## src/rtl/bsg_wormhole_test_link_arbiter.sv

```systemverilog
// Packet-level round-robin arbiter sharing one ready/valid wormhole link among num_req_p clients.
// Latency: one IDLE arbitration cycle per packet, then flits pass combinationally from the grantee.
// Backpressure: link_ready_and_i low freezes state, count and grant; yumi is only raised on a transfer.
// Optional per-requester completed-packet counters are enabled by defining BSG_WORMHOLE_ARB_STATS_EN.
module bsg_wormhole_test_link_arbiter #(
    parameter int flit_width_p = 32,
    parameter int cord_width_p = 5,
    parameter int len_width_p  = 4,
    parameter int num_req_p    = 2
) (
    input  logic                              clk_i,
    input  logic                              reset_n_i,
    input  logic [num_req_p-1:0]              req_v_i,
    input  logic [num_req_p*flit_width_p-1:0] req_data_i,
    output logic [num_req_p-1:0]              req_yumi_o,
    output logic                              link_v_o,
    output logic [flit_width_p-1:0]           link_data_o,
    input  logic                              link_ready_and_i,
    output logic [num_req_p-1:0]              grant_o,
    output logic                              busy_o
`ifdef BSG_WORMHOLE_ARB_STATS_EN
    ,
    output logic [num_req_p*16-1:0]           pkt_count_o
`endif
);

    localparam int idx_width_lp = $clog2(num_req_p);

    typedef enum logic [1:0] {
        IDLE = 2'd0,
        HDR  = 2'd1,
        BODY = 2'd2
    } state_e;

    state_e                  state_q, state_d;
    logic [num_req_p-1:0]    grant_q, grant_d;
    logic [idx_width_lp-1:0] gidx_q, gidx_d;
    logic [idx_width_lp-1:0] rr_ptr_q, rr_ptr_d;
    logic [len_width_p-1:0]  count_q, count_d;

    logic                    xfer;
    logic                    last_flit;
    logic [len_width_p-1:0]  hdr_len;
    logic                    win_found;
    logic [idx_width_lp-1:0] win_idx;
    logic [idx_width_lp:0]   cand;
    logic [idx_width_lp-1:0] cand_idx;

    // Datapath: the grantee's flit is forwarded only while a packet is locked.
    always_comb begin
        link_data_o = req_data_i[gidx_q*flit_width_p +: flit_width_p];
        link_v_o    = (state_q != IDLE) & req_v_i[gidx_q];
        xfer        = link_v_o & link_ready_and_i;
        req_yumi_o  = xfer ? grant_q : '0;
        grant_o     = grant_q;
        busy_o      = (state_q != IDLE);
        hdr_len     = link_data_o[cord_width_p +: len_width_p];
        last_flit   = xfer & (((state_q == HDR) && (hdr_len == '0)) ||
                              ((state_q == BODY) && (count_q == len_width_p'(1))));
    end

    // Round-robin search: first valid requester starting at rr_ptr, wrapping modulo num_req_p.
    always_comb begin
        win_found = 1'b0;
        win_idx   = '0;
        cand      = '0;
        cand_idx  = '0;
        for (int k = 0; k < num_req_p; k++) begin
            cand = {1'b0, rr_ptr_q} + (idx_width_lp+1)'(k);
            if (cand >= (idx_width_lp+1)'(num_req_p)) begin
                cand = cand - (idx_width_lp+1)'(num_req_p);
            end
            cand_idx = cand[idx_width_lp-1:0];
            if (!win_found && req_v_i[cand_idx]) begin
                win_found = 1'b1;
                win_idx   = cand_idx;
            end
        end
    end

    // Next-state logic: lock a grantee in IDLE, release it after the packet's final flit.
    always_comb begin
        state_d  = state_q;
        grant_d  = grant_q;
        gidx_d   = gidx_q;
        rr_ptr_d = rr_ptr_q;
        count_d  = count_q;
        case (state_q)
            IDLE: begin
                if (win_found) begin
                    grant_d  = {{(num_req_p-1){1'b0}}, 1'b1} << win_idx;
                    gidx_d   = win_idx;
                    rr_ptr_d = (win_idx == idx_width_lp'(num_req_p-1)) ? '0 : win_idx + 1'b1;
                    state_d  = HDR;
                end
            end
            HDR: begin
                if (xfer) begin
                    if (hdr_len == '0) begin
                        state_d = IDLE;
                        grant_d = '0;
                    end else begin
                        state_d = BODY;
                        count_d = hdr_len;
                    end
                end
            end
            BODY: begin
                if (xfer) begin
                    count_d = count_q - 1'b1;
                    if (count_q == len_width_p'(1)) begin
                        state_d = IDLE;
                        grant_d = '0;
                    end
                end
            end
            default: begin
                state_d = IDLE;
                grant_d = '0;
            end
        endcase
    end

    // State registers; reset abandons any partial packet and restarts arbitration at requester 0.
    always_ff @(posedge clk_i or negedge reset_n_i) begin
        if (!reset_n_i) begin
            state_q  <= IDLE;
            grant_q  <= '0;
            gidx_q   <= '0;
            rr_ptr_q <= '0;
            count_q  <= '0;
        end else begin
            state_q  <= state_d;
            grant_q  <= grant_d;
            gidx_q   <= gidx_d;
            rr_ptr_q <= rr_ptr_d;
            count_q  <= count_d;
        end
    end

`ifdef BSG_WORMHOLE_ARB_STATS_EN
    logic [15:0] pkt_cnt_q [num_req_p];

    // Completed-packet counters bump on each packet's final flit and wrap at 16 bits.
    always_ff @(posedge clk_i or negedge reset_n_i) begin
        if (!reset_n_i) begin
            for (int i = 0; i < num_req_p; i++) begin
                pkt_cnt_q[i] <= '0;
            end
        end else if (last_flit) begin
            pkt_cnt_q[gidx_q] <= pkt_cnt_q[gidx_q] + 16'd1;
        end
    end

    // Flatten counters onto the output bus, requester 0 in the low bits.
    always_comb begin
        pkt_count_o = '0;
        for (int i = 0; i < num_req_p; i++) begin
            pkt_count_o[i*16 +: 16] = pkt_cnt_q[i];
        end
    end
`else
    logic unused_last_flit;

    // Final-flit pulse only feeds the optional counters.
    always_comb begin
        unused_last_flit = last_flit;
    end
`endif

endmodule

```

## config.mk

```make
export PLATFORM = sky130hd
export DESIGN_NAME = bsg_wormhole_test_link_arbiter
export DESIGN_NICKNAME = d
export VERILOG_FILES = /design/src/rtl/bsg_wormhole_test_link_arbiter.sv
export SDC_FILE = /design/constraint.sdc
export NUM_CORES = 1
export LEC_CHECK = 0
export BUFFER_PORTS_ARGS = -buffer_cell sky130_fd_sc_hd__buf_2
export CAP_MARGIN = 30
export CORE_ASPECT_RATIO = 2
export CORE_MARGIN = 10
export CORE_UTILIZATION = 35
export DETAILED_ROUTE_END_ITERATION = 16
export GPL_TIMING_DRIVEN = 1
export PLACE_DENSITY = 0.79
export SLEW_MARGIN = 30
export SYNTH_ARGS = -nofsm -noshare
export SYNTH_HDL_FRONTEND = slang
export SYNTH_SLANG_ARGS = --single-unit
```

## constraint.sdc

```tcl
create_clock -name clk_i -period 2.1 [get_ports clk_i]
set_input_delay 0.42 -clock clk_i [delete_from_list [all_inputs] [get_ports clk_i]]
set_output_delay 0.42 -clock clk_i [all_outputs]
set_load 0.02 [all_outputs]
```

==> reports/summary.txt <==
Status: complete, no violations
Post-synthesis cell area: 1070 um2
CTS tree: done
DRT iter0 DRCs: 27
Worst slew pin tran: 0.465 ns
Pleak: 0.851 nW
Syn_area_per_cell: 9.63 um2
IO Pins: 107
Crit path required time: 1.68 ns
Clk buf depth: 2
Endpoints failing hold: 0
HPWL after detailed placement: 4430 um
Global route overflow: 0
Mapped Cells: 111
CTS root buf: clkbuf_8
Top Family by Delay on Critical Path: flip-flops
Distinct cells, synth: 37
DR WL/cell: 20.2 um
Number of global-route vias before repair: 1611
Final core utilization: 57.0%
GP Congestion: 0.815
R2r setup slk: 0.30 ns
Core Footprint: 2940 um2
CP Cell Sequence: o21ai_1 -> nor2_1 -> and2_1 -> buf_2
Layout cells sized above 1: 67.7%
P per Cell Area: 1300 nW/um2
Fin nets: 290
Worst-path clk slew: 0.05 ns
Post-synthesis compound-gate area fraction: 19.7%
Worst Clk Skew: 0.00517 ns
Final setup viols: 0
Startpoint Class: flop
CP Capture Type: primary output
Setup Buffers After CTS: 0
Vias after detailed routing: 1389
Reg2reg path depth: 4
Slowest-stage cell, CP: dfrtp_1
Worst Path Arrival: 1.51 ns
Global-route wire length before repair: 7570 um
Post-route minimum period: 1.93 ns
Num CTS Buffers: 3
Largest family of logic cells by synthesized area: multiplexers
DRT antenna net count: 0
Post-cts sizing count: 0
Tot Pwr: 2.18 mW
Max FO, Critical Path: 11
MaxCap Viol Count: 0
Mapped Nets: 182
Hold buffers post-CTS: 0
Buf+Inv Stages, Crit Path: 1
Adder-Cell Fraction of Synth Area: 2.34%
Starting Density: 36.3%
Avg Vias per Cell: 5.62
Sequential-to-total area share from yosys stat: 23.4%
Final Slew Violations: 0
Min-delay worst type: in2async
Reg-to-reg startpoint: state_q[1]$_DFFE_PN0P_
RSZ-0062 raised after global routing: no
Slew headroom: 68.5%
Synthesis-stage register bit count: 10
Mux contribution to synthesized area: 35.8%
Synth-to-layout area growth: 57.0%
Die span in y: 98.1 um
Ant. Diodes: 0
Largest net degree at the start of global routing: 37
Count of input and output buffers: 106
Setup CP Type: reg2out
Fmax achieved: 517 MHz
Clk_lat worst skew: 0.24 ns
R2R Path End: count_q[1]$_DFFE_PN0P_
Xor/xnor share of the synthesized area: 0%
Final worst path period share: 92.1%
Setup_tns: 0 ns
TritonRoute pass-1 iters: 5
Maximum VDD drop: 0.709 mV
Synth Area in Simple Gates: 13.7%
DRC viols: 0
Die footprint: 5800 um2
Initial antenna violation count: 0
Clock Sinks: 10
Total Wirelength: 4990 um
H-tree levels: 1
Ys Warns: 0
Rows: 28
Die Width: 59.1 um
CP max stage delay: 0.49 ns
GR Util All Layers: 16.6%
## layout make-up
type / count / area, um2
Tap cell: 30 / 37.5
Sequential cell: 10 / 250
Inverter: 5 / 18.8
Multi-Input combinational cell: 90 / 764
Fill cell: 292 / 1260
Timing Repair Buffer: 109 / 566
Clock buffer: 3 / 41.3
## kinds of logic (layout without fill, tap and decap cells)
family	after synthesis	after routing
multiplexers	33	33
AO/OA/AOI/OAI	29	29
AND/OR/NAND/NOR	26	26
buffers and inverters	11	117
flip-flops	10	10
adder cells (fa/ha/maj)	2	2
## state kept, by name, summed over array words and instances, names as in the netlist
register / cells
state_q: 2
gidx_q: 1
grant_o: 2
rr_ptr_q: 1
count_q: 4
## cells in the final DEF, fill, tap and decap left out, types with 2 or more instances in the layout
| master | Yosys | final |
|---|---|---|
| a21oi_1 | 3 | 3 |
| ha_1 | 2 | 2 |
| nor3_1 | 3 | 3 |
| a211oi_1 | 3 | 3 |
| and2_1 | 3 | 3 |
| mux2_2 | 32 | 32 |
| nor4_1 | 2 | 2 |
| a22oi_1 | 2 | 2 |
| buf_2 | 4 | 106 |
| nor2_1 | 6 | 6 |
| inv_1 | 5 | 5 |
| clkbuf_8 | 0 | 3 |
| nand2_1 | 3 | 3 |
| buf_4 | 0 | 2 |
| nor2b_1 | 2 | 2 |
| a2bb2oi_1 | 2 | 2 |
| dfrtp_1 | 10 | 10 |
| a32o_1 | 2 | 2 |
| a31oi_1 | 3 | 3 |
| o21ai_0 | 4 | 4 |
| nand2b_1 | 2 | 2 |
## where the power goes
group          switching [mW]  internal [mW]
clock                  0.0735          0.125
sequential              0.117          0.277
combinational           0.884          0.704
total                    1.07           1.11
## cells in the mapped netlist (all sizes together)
library cell  count  share of area [%]
mux2i             1                2.1
a211o             1               0.82
o21ai             5                2.3
mux2             32                 34
or3               1               0.59
a22oi             2                1.4
a2bb2oi           2                1.6
nor3              3                1.4
nand2             3                1.1
nand2b            2                1.2
nand4bb           1                1.1
dfrtp            10                 23
or2               1               0.59
a21oi             3                1.4
a32o              2                1.9
clkbuf            1               0.35
nor2b             2                1.2
nor2              6                2.1
nand3             1               0.47
o32ai             1               0.82
o31ai             1               0.70
a22o              1               0.82
inv               5                1.8
a211oi            3                2.1
nor4              2                1.2
o311ai            1               0.82
a31oi             3                1.8
buf               5                2.9
o22ai             1               0.59
and2              3                1.8
o31a              1               0.82
ha                2                2.3
nor3b             1                1.2
a311o             1               0.94
o41ai             1               0.82
## layer usage
metal / GRT usage (%) / part of all wire, % / vias to the layer above
met5: 0 / 0 / -
met4: 6.57 / 2.1 / 0
met3: 10.2 / 15 / 11
met2: 28.0 / 48 / 116
met1: 15.5 / 35 / 623
li1: - / - / 639
## per-stage QoR
stage	cells	hold slack (ns)	setup slack [ns]	area (um2)
floorplan	111	0.124	0.382	1070
global placement	244	0.296	0.367	1640
detailed placement	244	0.298	0.329	1640
CTS	247	0.0497	0.184	1680
global route	247	0.0613	0.116	1680
finish	247	0.0414	0.166	1680
## how the worst max path moves through the flow
stage / slack [ns] / startpoint / depth (start not counted) / end
6_report: 0.17 / state_q[1]$_DFFE_PN0P_ / 4 / req_yumi_o[1]
5_1_grt: 0.12 / state_q[1]$_DFFE_PN0P_ / 4 / req_yumi_o[0]
4_1_cts: 0.18 / state_q[1]$_DFFE_PN0P_ / 4 / req_yumi_o[1]
3_5_place_dp: 0.33 / req_v_i[0] / 5 / count_q[1]$_DFFE_PN0P_
3_3_place_gp: 0.37 / req_v_i[0] / 5 / count_q[1]$_DFFE_PN0P_
2_1_floorplan: 0.38 / gidx_q$_DFFE_PN0P_ / 4 / link_data_o[10]
## worst register-to-register path, delay by kind of cell (launching register included)
kind	cells	cell delay [ns]
DFF	1	0.49
and+or+nand+nor	2	0.51
AOI/OAI and AO/OA	2	0.67
Note: power is estimated with default switching activity, not from simulation.
